$ cat src/rtl/isqrt_result_fifo_if.sv
// Handshake bundle between the isqrt pipeline/issuer, the result FIFO and its consumer.
// The slave modport is the FIFO side. The master modport is the environment driving it.
interface isqrt_result_fifo_if;
  logic        issue;
  logic        credit_ok;
  logic [31:0] data_in;
  logic        data_vld;
  logic [31:0] m_data;
  logic        m_valid;
  logic        m_ready;

  modport master (
    output issue, data_in, data_vld, m_ready,
    input  credit_ok, m_data, m_valid
  );

  modport slave (
    input  issue, data_in, data_vld, m_ready,
    output credit_ok, m_data, m_valid
  );
endinterface

$ cat src/rtl/isqrt_result_fifo.sv
// Result FIFO for the inverse-square-root pipeline, with in-flight credit tracking.
// Define ISQRT_RESULT_CNT_EN to add the res_cnt pop counter port.
module isqrt_result_fifo #(
  parameter int unsigned DEPTH = 16,
  parameter int unsigned AW    = 4
) (
  input  logic               clk,
  input  logic               rst,
  isqrt_result_fifo_if.slave bus,
  output logic [AW:0]        fill,
  output logic               overflow,
  output logic               underflow
`ifdef ISQRT_RESULT_CNT_EN
  ,
  output logic [15:0]        res_cnt
`endif
);

  localparam logic [AW:0]   DEPTH_C = (AW+1)'(DEPTH);
  localparam logic [AW:0]   CNT_ONE = (AW+1)'(1);
  localparam logic [AW-1:0] PTR_ONE = AW'(1);

  logic [31:0]   mem_q [DEPTH];
  logic [31:0]   mem_d [DEPTH];
  logic [AW-1:0] wr_ptr_q, wr_ptr_d;
  logic [AW-1:0] rd_ptr_q, rd_ptr_d;
  logic [AW:0]   fill_q, fill_d;
  logic [AW:0]   inflight_q, inflight_d;
  logic          overflow_q, overflow_d;
  logic          underflow_q, underflow_d;
  logic          push, pop, full;
  logic [AW+1:0] occupancy;

  assign full = (fill_q == DEPTH_C);
  assign pop  = bus.m_valid & bus.m_ready;
  assign push = bus.data_vld & (~full | pop);

  always_comb begin
    mem_d       = mem_q;
    wr_ptr_d    = wr_ptr_q;
    rd_ptr_d    = rd_ptr_q;
    fill_d      = fill_q;
    inflight_d  = inflight_q;
    overflow_d  = overflow_q;
    underflow_d = underflow_q;

    if (push) begin
      mem_d[wr_ptr_q] = bus.data_in;
      wr_ptr_d        = wr_ptr_q + PTR_ONE;
    end
    if (pop) begin
      rd_ptr_d = rd_ptr_q + PTR_ONE;
    end
    if (push && !pop) begin
      fill_d = fill_q + CNT_ONE;
    end else if (pop && !push) begin
      fill_d = fill_q - CNT_ONE;
    end
    if (bus.data_vld && full && !pop) begin
      overflow_d = 1'b1;
    end

    // A return with nothing in flight is a protocol error: hold at zero and flag it.
    unique case ({bus.issue, bus.data_vld})
      2'b10: if (inflight_q != DEPTH_C) inflight_d = inflight_q + CNT_ONE;
      2'b01: begin
        if (inflight_q == '0) underflow_d = 1'b1;
        else                  inflight_d  = inflight_q - CNT_ONE;
      end
      default: ;
    endcase
  end

  always_ff @(posedge clk or negedge rst) begin
    if (!rst) begin
      for (int unsigned i = 0; i < DEPTH; i++) mem_q[i] <= '0;
      wr_ptr_q    <= '0;
      rd_ptr_q    <= '0;
      fill_q      <= '0;
      inflight_q  <= '0;
      overflow_q  <= 1'b0;
      underflow_q <= 1'b0;
    end else begin
      mem_q       <= mem_d;
      wr_ptr_q    <= wr_ptr_d;
      rd_ptr_q    <= rd_ptr_d;
      fill_q      <= fill_d;
      inflight_q  <= inflight_d;
      overflow_q  <= overflow_d;
      underflow_q <= underflow_d;
    end
  end

  assign occupancy     = {1'b0, fill_q} + {1'b0, inflight_q};
  assign bus.credit_ok = (occupancy < {1'b0, DEPTH_C});
  assign bus.m_valid   = (fill_q != '0);
  assign bus.m_data    = mem_q[rd_ptr_q];
  assign fill          = fill_q;
  assign overflow      = overflow_q;
  assign underflow     = underflow_q;

`ifdef ISQRT_RESULT_CNT_EN
  logic [15:0] res_cnt_q, res_cnt_d;

  always_comb begin
    res_cnt_d = res_cnt_q;
    if (pop) res_cnt_d = res_cnt_q + 16'd1;
  end

  always_ff @(posedge clk or negedge rst) begin
    if (!rst) res_cnt_q <= '0;
    else      res_cnt_q <= res_cnt_d;
  end

  assign res_cnt = res_cnt_q;
`endif

endmodule

$ cat src/flat_wrapper.sv
// flat-port wrapper written by rule: the top's interface ports become plain ports
module isqrt_result_fifo_flat 
#(
  parameter int unsigned DEPTH = 16,
  parameter int unsigned AW    = 4
)
  (clk, rst, fill, overflow, underflow, bus_issue, bus_data_in, bus_data_vld, bus_m_ready, bus_credit_ok, bus_m_data, bus_m_valid);
  isqrt_result_fifo_if bus_i ();
  input  logic clk;
  input  logic rst;
  output logic [AW:0] fill;
  output logic overflow;
  output logic underflow;
  input wire logic [$bits(bus_i.issue)-1:0] bus_issue;
  input wire logic [$bits(bus_i.data_in)-1:0] bus_data_in;
  input wire logic [$bits(bus_i.data_vld)-1:0] bus_data_vld;
  input wire logic [$bits(bus_i.m_ready)-1:0] bus_m_ready;
  output wire logic [$bits(bus_i.credit_ok)-1:0] bus_credit_ok;
  output wire logic [$bits(bus_i.m_data)-1:0] bus_m_data;
  output wire logic [$bits(bus_i.m_valid)-1:0] bus_m_valid;
  assign bus_i.issue = bus_issue;
  assign bus_i.data_in = bus_data_in;
  assign bus_i.data_vld = bus_data_vld;
  assign bus_i.m_ready = bus_m_ready;
  assign bus_credit_ok = bus_i.credit_ok;
  assign bus_m_data = bus_i.m_data;
  assign bus_m_valid = bus_i.m_valid;
  isqrt_result_fifo #(.DEPTH(DEPTH), .AW(AW)) u_core (.clk(clk), .rst(rst), .bus(bus_i), .fill(fill), .overflow(overflow), .underflow(underflow));
endmodule
$ cat config.mk
export PLATFORM = sky130hd
export DESIGN_NAME = isqrt_result_fifo_flat
export DESIGN_NICKNAME = d
export VERILOG_FILES = /design/src/rtl/isqrt_result_fifo_if.sv /design/src/rtl/isqrt_result_fifo.sv /design/src/flat_wrapper.sv
export SDC_FILE = /design/constraint.sdc
export NUM_CORES = 1
export LEC_CHECK = 0
export BUFFER_PORTS_ARGS = -buffer_cell sky130_fd_sc_hd__buf_4
export CORE_MARGIN = 1
export CORE_UTILIZATION = 62
export DETAILED_ROUTE_END_ITERATION = 12
export HOLD_SLACK_MARGIN = 0.02
export MAX_ROUTING_LAYER = met4
export PLACE_DENSITY = 0.87
export SLEW_MARGIN = 20
export SYNTH_ARGS = -nofsm -noshare
export SYNTH_HDL_FRONTEND = slang
export SYNTH_SLANG_ARGS = --single-unit
$ cat constraint.sdc
create_clock -name clk -period 3.4 [get_ports clk]
set_clock_uncertainty 0.15 [all_clocks]
set_input_delay 0.17 -clock clk [delete_from_list [all_inputs] [get_ports clk]]
set_output_delay 0.17 -clock clk [all_outputs]
set_load 0.02 [all_outputs]
==> results of run 1 <==
[worst max-delay path, stage by stage (launching register included)]
cell and delay [ps]:
dfrtp_1 430, or4_1 610, o21a_1 270, inv_1 80, ha_1 280, inv_1 160
ha_1 310, nor2b_1 160, o21a_1 200, o2111ai_1 200, o311ai_0 150
[metal layers]
layer | part of all wire (%) | up-vias | GRT usage, % | wire, um
met5 | 0 | - | - | 0
met4 | 2.7 | 0 | 9.51 | 1480
met3 | 5.5 | 110 | 4.69 | 3050
met2 | 50 | 469 | 46.0 | 27500
met1 | 42 | 7585 | 40.8 | 23300
li1 | - | 5878 | - | -
[state kept, by name, indices dropped and copies added (netlist names)]
signal             flops
u_core.rd_ptr_q        4
u_core.mem_q         512
u_core.underflow       1
u_core.overflow        1
u_core.wr_ptr_q        4
u_core.fill            5
u_core.inflight_q      5
[cell type report]
type | instances | area share (%)
clock inverters | 19 | 0.909
repair buffers | 161 | 5.53
flip-flops and latches | 532 | 47.7
well taps | 518 | 2.32
inverters | 15 | 0.201
clock buffers | 81 | 5.78
multi-input cells | 854 | 37.6
[power by group]
group	internal, mW	switching (mW)	total, mW	leakage, nW
clock	3.72	2.45	6.17	0.921
sequential	9.40	1.88	11.3	6.53
combinational	6.50	5.17	11.7	4.73
total	19.6	9.50	29.1	12.2
[cell families (layout without fill, tap and decap cells)]
logic type | after synthesis | after routing | synth area share [%]
DFF | 532 | 532 | 54.6
buffers and inverters | 144 | 276 | 2.83
adders and majority gates | 21 | 21 | 1.14
AOI/OAI and AO/OA | 92 | 92 | 2.89
and+or+nand+nor | 84 | 84 | 1.65
xor gates and xnor gates | 12 | 12 | 0.431
muxes | 645 | 645 | 36.5
[through the flow]
step | cell area (um2) | hold slack (ps) | worst slack [ps]
floorplan | 24400 | -276 | 245
global placement | 25600 | 57.1 | 404
detailed placement | 25700 | 65.3 | 310
CTS | 27900 | 38.3 | 278
global route | 27900 | 81.2 | 65.2
finish | 27900 | 7.76 | 257
[cell usage in the layout, fill, tap and decap left out, drive strengths merged, types with 3 or more instances in the layout]
cell         count
mux2           514
ha              19
o211ai           5
nand2b           4
mux4           128
nor2b            4
nand2           42
xnor2            7
clkinv          10
xor2             5
bufinv           6
dlygate4sd3     36
inv             16
nor2            16
buf            125
nand3            3
o21ai            7
nor3             7
dfrtp          532
clkbuf          81
a22oi           64
mux2i            3
a21o             3
[how the worst max path moves through the flow]
| stage | endpoint | slack [ps] | cells after the start |
|---|---|---|---|
| CTS | u_core.fill[4] | 280 | 10 |
| detailed placement | u_core.fill[4] | 310 | 10 |
| global placement | u_core.fill[4] | 400 | 10 |
| global route | u_core.fill[4] | 70 | 10 |
| finish | u_core.fill[4] | 260 | 10 |
| floorplan | u_core.fill[4] | 250 | 11 |
[timing repair]
| action | in CTS | in global routing |
|---|---|---|
| hold buffers | 36 | 0 |
| setup endpoints to repair | 0 | 0 |
| gates resized for setup | 0 | 0 |
| endpoints found under the hold margin | 770 | 0 |
| buffers inserted | 0 | 0 |
==> impl_metrics.prom, run 1 <==
# TYPE chip_impl_metric gauge
chip_impl_metric{name="via_count_of_the_first_global_routing_pass",unit=""} 15400
chip_impl_metric{name="track_usage",unit="%"} 29.7
chip_impl_metric{name="floorplan.die.width",unit="um"} 200
chip_impl_metric{name="multiInputGateArea",unit="um2"} 10500
chip_impl_metric{name="netlist-cell-type-count",unit=""} 44
chip_impl_metric{name="synth_seq_area_share",unit="%"} 54.6
chip_impl_metric{name="clock.fmax",unit="MHz"} 318
chip_impl_metric{name="drt_iter0_markers",unit=""} 992
chip_impl_metric{name="grt_antenna_before_repair",unit=""} 0
chip_impl_metric{name="worstPathMaxFanout",unit=""} 6
chip_impl_metric{name="top_level_ports",unit=""} 78
chip_impl_metric{name="grt_first_pass_wirelength",unit="um"} 89600
chip_impl_metric{name="num_vias",unit=""} 14000
chip_impl_metric{name="routed_length_per_placed_instance",unit="um"} 25.3
chip_impl_metric{name="fin_cells",unit=""} 2180
chip_impl_metric{name="placement.io_buffers",unit=""} 77
chip_impl_metric{name="cts_htree_levels",unit=""} 2
chip_impl_metric{name="grt_max_degree",unit=""} 103
chip_impl_metric{name="timing.reg2reg.worst_path_depth",unit=""} 10
chip_impl_metric{name="sequential_cell_area",unit="um2"} 13300
chip_impl_metric{name="finalWirelength",unit="um"} 55300
chip_impl_metric{name="drv.max_cap_violation_count",unit=""} 0
chip_impl_metric{name="num_antenna_cells",unit=""} 0
chip_impl_metric{name="powerDensity",unit="nW/um2"} 1040
chip_impl_metric{name="worst_pin_slew",unit="ps"} 1170
chip_impl_info{name="unrepaired_setup_endpoints_after_global_routing",value="false"} 1
chip_impl_metric{name="fillers",unit=""} 2335
chip_impl_metric{name="start_util",unit="%"} 63.0
chip_impl_metric{name="cts.sinks",unit=""} 532
chip_impl_info{name="min_path_type",value="primary input to async pin"} 1
chip_impl_info{name="clock_tree_from_tritoncts",value="done"} 1
chip_impl_info{name="synth_common_cells",value="dfrtp_1, mux2_2, mux2_1"} 1
chip_impl_metric{name="chipHeight",unit="um"} 200
chip_impl_metric{name="die-area",unit="um2"} 40200
chip_impl_metric{name="setup_viol",unit=""} 0
chip_impl_metric{name="core-area",unit="um2"} 38700
chip_impl_metric{name="ir_drop",unit="uV"} 595
chip_impl_metric{name="dp_hpwl",unit="um"} 31900
chip_impl_info{name="synth.top_cells.by_area",value="dfrtp_1, mux2_2, mux4_2"} 1
chip_impl_info{name="path_class",value="register to register"} 1
chip_impl_metric{name="synth.net_count",unit=""} 1588
chip_impl_info{name="worst_r2r_startpoint",value="u_core.fill[1]"} 1
chip_impl_metric{name="syn_area_per_cell",unit="um2"} 15.9
chip_impl_metric{name="detail_route.drc_violations",unit=""} 0
chip_impl_metric{name="r2r_slack",unit="ps"} 260
chip_impl_metric{name="finalHoldViolCount",unit=""} 0
chip_impl_metric{name="leakagePower",unit="nW"} 12.2
chip_impl_metric{name="clock_tree.buffer_depth",unit=""} 3
chip_impl_info{name="post_synth_top_area_cell",value="dfrtp_1"} 1
chip_impl_info{name="setup.worst_path.start",value="u_core.fill[1]"} 1
chip_impl_metric{name="cts.reportedPaths.clkPinSlew",unit="ps"} 60
chip_impl_metric{name="synth_warnings",unit=""} 0
chip_impl_metric{name="timing.critical_path.arrival",unit="ps"} 3420
chip_impl_metric{name="drt-pass1-iter-count",unit=""} 5
chip_impl_metric{name="placed_cells",unit=""} 2042
chip_impl_metric{name="avgViaCountPerCell",unit=""} 6.44
chip_impl_metric{name="syn_to_final_growth",unit="%"} 14.5
chip_impl_info{name="worst_setup_path_start_kind",value="register"} 1
chip_impl_metric{name="clock_latency",unit="ps"} 580
chip_impl_info{name="outcome",value="completed"} 1
chip_impl_metric{name="final_min_period_over_clock_period",unit="%"} 92.4
chip_impl_metric{name="slew_headroom",unit="%"} 22.1
chip_impl_metric{name="core_occupancy_in_the_finished_layout",unit="%"} 72.1
chip_impl_metric{name="yosys_register_bits",unit=""} 532
chip_impl_metric{name="final_antenna_net_count",unit=""} 0
chip_impl_metric{name="worst_ep_required_time",unit="ps"} 3680
chip_impl_metric{name="finalMaxSlewViolations",unit=""} 0
chip_impl_info{name="crit_path_end_kind",value="register"} 1
chip_impl_metric{name="gp_congestion",unit=""} 0.823
chip_impl_metric{name="synth.cell_area",unit="um2"} 24400
chip_impl_info{name="yosys.cell_count.top_type",value="dfrtp_1"} 1
chip_impl_metric{name="synth-edff-count",unit=""} 0
chip_impl_metric{name="placement_rows",unit=""} 72
chip_impl_metric{name="yosys.area.top_type_share",unit="%"} 54.6
chip_impl_metric{name="clock_buffer_count_from_cts",unit=""} 53
chip_impl_metric{name="synth_async_sr_flop_share",unit="%"} 100
chip_impl_metric{name="power",unit="mW"} 29.1
chip_impl_metric{name="drive_gt1_share",unit="%"} 45.0
chip_impl_metric{name="finish.net_count",unit=""} 1675
chip_impl_metric{name="period_minus_slack",unit="ps"} 3140
chip_impl_info{name="synth-main-ff-cell",value="dfrtp_1"} 1
chip_impl_info{name="worstReg2RegEnd",value="u_core.fill[4]"} 1
chip_impl_metric{name="tns",unit="ps"} 0
chip_impl_info{name="clock-root-buffer",value="clkbuf_16"} 1
chip_impl_metric{name="postSynthCellCount",unit=""} 1530
chip_impl_metric{name="globalRouteOverflowTotal",unit=""} 0
Note: power is estimated with default switching activity, not from simulation.
==> inputs of run 2 (changes only) <==
--- a/config.mk
+++ b/config.mk
@@ -12,6 +12,7 @@
 export HOLD_SLACK_MARGIN = 0.02
 export MAX_ROUTING_LAYER = met4
 export PLACE_DENSITY = 0.87
+export SETUP_SLACK_MARGIN = 0.3
 export SLEW_MARGIN = 20
 export SYNTH_ARGS = -nofsm -noshare
 export SYNTH_HDL_FRONTEND = slang
==> impl_metrics.prom, run 2 (synthesized netlist as in run 1, its figures left out) <==
# TYPE chip_impl_metric gauge
chip_impl_info{name="setup.worst_path.start",value="u_core.fill[1]"} 1
chip_impl_metric{name="clock_latency",unit="ps"} 610
chip_impl_info{name="critical-path-slowest-cell",value="or4_1"} 1
chip_impl_metric{name="routed_length_per_placed_instance",unit="um"} 26.1
chip_impl_metric{name="drive_gt1_share",unit="%"} 45.5
chip_impl_metric{name="start_util",unit="%"} 63.0
chip_impl_metric{name="core-area",unit="um2"} 38700
chip_impl_metric{name="setup_viol",unit=""} 0
chip_impl_metric{name="tns",unit="ps"} 0
chip_impl_metric{name="num_vias",unit=""} 14100
chip_impl_metric{name="fillers",unit=""} 2284
chip_impl_info{name="crit_family",value="simple AND/OR/NAND/NOR gates"} 1
chip_impl_info{name="top_reg_by_flops",value="u_core.mem_q"} 1
chip_impl_metric{name="cts_htree_levels",unit=""} 2
chip_impl_info{name="layout_commonest_cell",value="dfrtp_1"} 1
chip_impl_info{name="clock_tree_from_tritoncts",value="done"} 1
chip_impl_metric{name="syn_to_final_growth",unit="%"} 15.0
chip_impl_metric{name="powerDensity",unit="nW/um2"} 1050
chip_impl_metric{name="clock_tree.buffer_depth",unit=""} 3
chip_impl_metric{name="avgViaCountPerCell",unit=""} 6.43
chip_impl_info{name="crit_path_end_kind",value="register"} 1
chip_impl_metric{name="period_minus_slack",unit="ps"} 2980
chip_impl_info{name="outcome",value="completed"} 1
chip_impl_metric{name="finalMaxSlewViolations",unit=""} 0
chip_impl_metric{name="multiInputGateArea",unit="um2"} 10500
chip_impl_metric{name="ir_drop",unit="uV"} 664
chip_impl_metric{name="placement_rows",unit=""} 72
chip_impl_metric{name="worstPathMaxFanout",unit=""} 6
chip_impl_metric{name="grt_antenna_before_repair",unit=""} 2
chip_impl_metric{name="placement.io_buffers",unit=""} 77
chip_impl_metric{name="globalRouteOverflowTotal",unit=""} 0
chip_impl_metric{name="worst_ep_required_time",unit="ps"} 3720
chip_impl_metric{name="clock.fmax",unit="MHz"} 335
chip_impl_metric{name="cp_max_stage_delay",unit="ps"} 580
chip_impl_info{name="unrepaired_setup_endpoints_after_global_routing",value="true"} 1
chip_impl_metric{name="timing.critical_path.arrival",unit="ps"} 3310
chip_impl_metric{name="final_antenna_net_count",unit=""} 0
chip_impl_metric{name="detail_route.drc_violations",unit=""} 0
chip_impl_info{name="min_path_type",value="primary input to async pin"} 1
chip_impl_metric{name="via_count_of_the_first_global_routing_pass",unit=""} 15800
chip_impl_info{name="layout_common_cells",value="dfrtp_1, mux2_2, mux2_1"} 1
chip_impl_metric{name="gp_congestion",unit=""} 0.768
chip_impl_metric{name="clock_buffer_count_from_cts",unit=""} 53
chip_impl_metric{name="slew_headroom",unit="%"} 24.0
chip_impl_info{name="path_class",value="register to register"} 1
chip_impl_metric{name="floorplan.die.width",unit="um"} 200
chip_impl_info{name="worst_setup_path_start_kind",value="register"} 1
chip_impl_metric{name="dp_hpwl",unit="um"} 32100
chip_impl_metric{name="grt_first_pass_wirelength",unit="um"} 91900
chip_impl_metric{name="die-area",unit="um2"} 40200
chip_impl_metric{name="finalWirelength",unit="um"} 57000
chip_impl_metric{name="cts.reportedPaths.clkPinSlew",unit="ps"} 60
chip_impl_info{name="worstPathCellList",value="or4_1 -> buf_4 -> o21ai_1 -> inv_1 -> ha_2 -> inv_2 -> ha_1 -> nor2b_1 -> o21a_1 -> o2111ai_1 -> o311ai_1"} 1
chip_impl_metric{name="finish.net_count",unit=""} 1680
chip_impl_metric{name="drt_iter0_markers",unit=""} 1001
chip_impl_metric{name="drt-pass1-iter-count",unit=""} 5
chip_impl_metric{name="grt_max_degree",unit=""} 97
chip_impl_metric{name="worstPathBufferInverterCount",unit=""} 3
chip_impl_info{name="worst_r2r_startpoint",value="u_core.fill[1]"} 1
chip_impl_metric{name="worst_pin_slew",unit="ps"} 1140
chip_impl_metric{name="min_hold_slack",unit="ps"} 50.3
chip_impl_metric{name="final_min_period_over_clock_period",unit="%"} 87.8
chip_impl_info{name="clock-root-buffer",value="clkbuf_16"} 1
chip_impl_metric{name="top_level_ports",unit=""} 78
chip_impl_metric{name="cts.sinks",unit=""} 532
chip_impl_metric{name="track_usage",unit="%"} 30.8
chip_impl_metric{name="largest_register_ffs",unit=""} 512
chip_impl_metric{name="drv.max_cap_violation_count",unit=""} 0
chip_impl_metric{name="sequential_cell_area",unit="um2"} 13300
chip_impl_metric{name="leakagePower",unit="nW"} 12.2
chip_impl_metric{name="chipHeight",unit="um"} 200
chip_impl_metric{name="finalHoldViolCount",unit=""} 0
## run 2: repair_timing
action | CTS | global route
gates resized for setup | 1 | 2
setup buffers | 5 | 1
hold endpoints to repair | 630 | 0
hold buffers | 36 | 0
setup endpoints to repair | 22 | 6
## run 2: worst paths after layout
check | to | slack, ps | depth (start not counted)
min | u_core.mem_q[278] | 50 | 2
min in group clk | u_core.mem_q[180] | 290 | 3
min reg2reg | u_core.mem_q[297] | 330 | 1
max | u_core.fill[4] | 420 | 11
max in group asynchronous | u_core.rd_ptr_q[0] | 2090 | 3
max reg2reg | u_core.fill[4] | 420 | 11
## run 2: where the power goes
part	switching (mW)	total [mW]	internal [mW]	leakage, nW
Clock	2.55	6.30	3.75	0.940
Sequential	1.88	11.3	9.40	6.53
Combinational	5.29	11.8	6.56	4.77
Total	9.72	29.4	19.7	12.2
## run 2: layout make-up
cell class / count / area share (%)
sequential: 532 / 47.5
timing repair buffer: 166 / 5.69
tap: 518 / 2.31
clock inverter: 15 / 0.941
multi-input combinational: 854 / 37.5
antenna: 2 / 0.0178
clock buffer: 83 / 5.91
inverter: 15 / 0.201
## run 2: routing by layer
layer	vias to the layer above	wire length (um)	track usage [%]
met2	447	28100	47.9
met1	7585	23800	40.9
li1	5877	-	-
met5	-	0	-
met3	143	3210	5.55
met4	0	1810	11.5
## run 2: through the flow
stage	std cells	area [um2]	worst slack, ps	power, mW	utilization, %
2_1_floorplan	1530	24400	364	19.0	-
3_3_place_gp	2043	25700	347	22.1	66.3
3_5_place_dp	2043	25700	292	22.8	66.3
4_1_cts	2182	28000	298	29.5	72.3
5_1_grt	2185	28100	231	30.9	72.4
6_report	2185	28100	416	29.4	72.4
==> inputs of run 3 (changes only) <==
--- a/config.mk
+++ b/config.mk
@@ -11,7 +11,7 @@
 export DETAILED_ROUTE_END_ITERATION = 12
 export HOLD_SLACK_MARGIN = 0.02
 export MAX_ROUTING_LAYER = met4
-export PLACE_DENSITY = 0.87
+export PLACE_DENSITY = 0.83
 export SETUP_SLACK_MARGIN = 0.3
 export SLEW_MARGIN = 20
 export SYNTH_ARGS = -nofsm -noshare
==> constraint.sdc (replaced) <==
create_clock -name clk -period 3.4 [get_ports clk]
set_clock_uncertainty 0.15 [all_clocks]
set_input_delay 0.34 -clock clk [delete_from_list [all_inputs] [get_ports clk]]
set_output_delay 0.34 -clock clk [all_outputs]
set_load 0.02 [all_outputs]
==> impl_metrics.prom, run 3 (synthesized netlist as in run 1, its figures left out) <==
# TYPE chip_impl_metric gauge
chip_impl_info{name="outcome",value="completed"} 1
chip_impl_metric{name="syn_to_final_growth",unit="%"} 15.5
chip_impl_metric{name="largest_register_ffs",unit=""} 512
chip_impl_metric{name="detail_route.drc_violations",unit=""} 0
chip_impl_metric{name="clkPwrFrac",unit="%"} 20.6
chip_impl_metric{name="power_switching",unit="mW"} 9.68
chip_impl_metric{name="grt_max_degree",unit=""} 103
chip_impl_metric{name="top_level_ports",unit=""} 78
chip_impl_metric{name="finalWirelength",unit="um"} 55900
chip_impl_info{name="crit_path_end_kind",value="output port"} 1
chip_impl_metric{name="switching_share",unit="%"} 32.9
chip_impl_metric{name="grt_first_pass_wirelength",unit="um"} 89300
chip_impl_metric{name="start_util",unit="%"} 63.0
chip_impl_metric{name="dp_hpwl",unit="um"} 31700
chip_impl_metric{name="portion_of_total_power_attributed_to_sequential_cells",unit="%"} 38.2
chip_impl_info{name="clock-root-buffer",value="clkbuf_16"} 1
chip_impl_metric{name="drv.max_cap_violation_count",unit=""} 0
chip_impl_metric{name="routed_length_per_placed_instance",unit="um"} 25.4
chip_impl_metric{name="final_antenna_net_count",unit=""} 0
chip_impl_info{name="worst_setup_path_start_kind",value="register"} 1
chip_impl_metric{name="timing.critical_path.arrival",unit="ps"} 2600
chip_impl_metric{name="floorplan.die.width",unit="um"} 200
chip_impl_info{name="layout_commonest_cell",value="dfrtp_1"} 1
chip_impl_info{name="path_class",value="register to output port"} 1
chip_impl_metric{name="grt_antenna_before_repair",unit=""} 2
chip_impl_info{name="clock_tree_from_tritoncts",value="done"} 1
chip_impl_metric{name="cts_htree_levels",unit=""} 2
chip_impl_metric{name="placement_rows",unit=""} 72
chip_impl_info{name="unrepaired_setup_endpoints_after_global_routing",value="true"} 1
chip_impl_metric{name="worstPathMaxFanout",unit=""} 8
chip_impl_metric{name="finish.net_count",unit=""} 1689
chip_impl_metric{name="track_usage",unit="%"} 29.7
chip_impl_metric{name="period_minus_slack",unit="ps"} 3090
chip_impl_metric{name="clock_buffer_count_from_cts",unit=""} 54
chip_impl_metric{name="drive_gt1_share",unit="%"} 46.6
chip_impl_metric{name="num_vias",unit=""} 14000
chip_impl_metric{name="cts.reportedPaths.clkPinSlew",unit="ps"} 60
chip_impl_metric{name="finalHoldViolCount",unit=""} 0
chip_impl_metric{name="clock.fmax",unit="MHz"} 323
chip_impl_info{name="min_path_type",value="primary input to register"} 1
chip_impl_metric{name="power",unit="mW"} 29.4
chip_impl_metric{name="finalMaxSlewViolations",unit=""} 0
chip_impl_metric{name="avgViaCountPerCell",unit=""} 6.37
chip_impl_metric{name="drt_iter0_markers",unit=""} 921
chip_impl_metric{name="cts.sinks",unit=""} 532
chip_impl_metric{name="via_count_of_the_first_global_routing_pass",unit=""} 15200
chip_impl_metric{name="final_min_period_over_clock_period",unit="%"} 91.0
chip_impl_metric{name="setup_viol",unit=""} 0
chip_impl_metric{name="die-area",unit="um2"} 40200
chip_impl_metric{name="ir_drop",unit="uV"} 879
chip_impl_metric{name="clock_tree.buffer_depth",unit=""} 3
chip_impl_metric{name="drt-pass1-iter-count",unit=""} 5
chip_impl_metric{name="powerDensity",unit="nW/um2"} 1040
chip_impl_metric{name="core-area",unit="um2"} 38700
chip_impl_metric{name="pwr-share-comb",unit="%"} 41.1
chip_impl_metric{name="leakagePower",unit="nW"} 12.3
chip_impl_metric{name="chipHeight",unit="um"} 200
chip_impl_metric{name="worst_pin_slew",unit="ps"} 1040
chip_impl_metric{name="placement.io_buffers",unit=""} 77
chip_impl_metric{name="worst_ep_required_time",unit="ps"} 2910
chip_impl_metric{name="tns",unit="ps"} 0
chip_impl_info{name="top_reg_by_flops",value="u_core.mem_q"} 1
chip_impl_metric{name="globalRouteOverflowTotal",unit=""} 0
chip_impl_metric{name="cell_internal_pwr",unit="mW"} 19.7
chip_impl_metric{name="clock_latency",unit="ps"} 600
chip_impl_metric{name="slew_headroom",unit="%"} 30.3
chip_impl_metric{name="gp_congestion",unit=""} 0.778
chip_impl_info{name="layout_common_cells",value="dfrtp_1, mux2_2, mux2_1"} 1
[run 3: cell types whose count changed in the layout (fill, tap and decap cells not counted), sizes merged]
cell	change
clkinvlp	-1
clkinv	+11
clkbuf	-8
buf	+7
inv	+2
dlygate4sd3	-1
[run 3: area by class of cell]
| type | instances | area (um2) |
|---|---|---|
| flip-flops and latches | 532 | 13300 |
| repair buffers | 174 | 1770 |
| diodes | 2 | 5.00 |
| well taps | 518 | 648 |
| clock inverters | 27 | 292 |
| clock buffers | 73 | 1530 |
| fillers | 2342 | 10600 |
| multi-input cells | 854 | 10600 |
| inverters | 15 | 56.3 |
[run 3: power by group through the flow]
stage	clock network (mW)	logic [mW]	registers [mW]
after floorplan	0	8.53	10.5
after global placement	0	11.0	11.0
after detailed placement	0	11.4	11.3
after CTS	6.14	11.9	11.2
after global routing	6.41	12.8	11.6
final	6.07	12.1	11.2
[run 3: per-layer routing]
layer  routed length [um]  up-vias  track usage, %  share of wire, %
li1                     -     5901               -                 -
met1                24100     7546            40.9                43
met2                27500      428            46.3                49
met3                 2860      109            4.54               5.1
met4                 1410        0            9.13               2.5
met5                    0        -               -                 0
[run 3: repair_timing]
action | 4_1_cts | 5_1_grt
gates cloned | 1 | 2
resized for setup | 5 | 19
hold buffers | 35 | 0
buffers inserted | 5 | 5
hold endpoints to repair | 576 | 0
setup endpoints to repair | 31 | 24
[run 3: per-stage QoR]
step	std cells	setup WS [ps]	utilization, %	hold slack (ps)	instance area (um2)
3_3_place_gp	2042	354	66.2	191	25600
6_report	2195	307	72.8	85.6	28200
3_5_place_dp	2044	310	66.3	199	25700
4_1_cts	2185	295	72.3	70.0	28000
2_1_floorplan	1530	364	-	-106	24400
5_1_grt	2195	215	72.8	129	28200
[run 3: path summary, 6_finish.rpt]
path	from	to	slack [ps]	depth (start not counted)
worst min register to register	u_core.mem_q[57]	u_core.mem_q[57]	330	1
worst max-delay path	u_core.rd_ptr_q[0]	bus_m_data[30]	310	6
worst min-delay path	bus_issue	u_core.inflight_q[3]	90	3
worst max register to register	u_core.fill[1]	u_core.fill[4]	410	11
min in group asynchronous	rst	u_core.mem_q[147]	140	2
max in group asynchronous	rst	u_core.mem_q[141]	1960	3
[run 3: critical path, cell delays in order, from the launching register on]
cell	delay (ps)
dfrtp_4	540
buf_12	160
buf_4	210
mux4_2	510
a22oi_1	240
nand2_2	150
buf_4	180
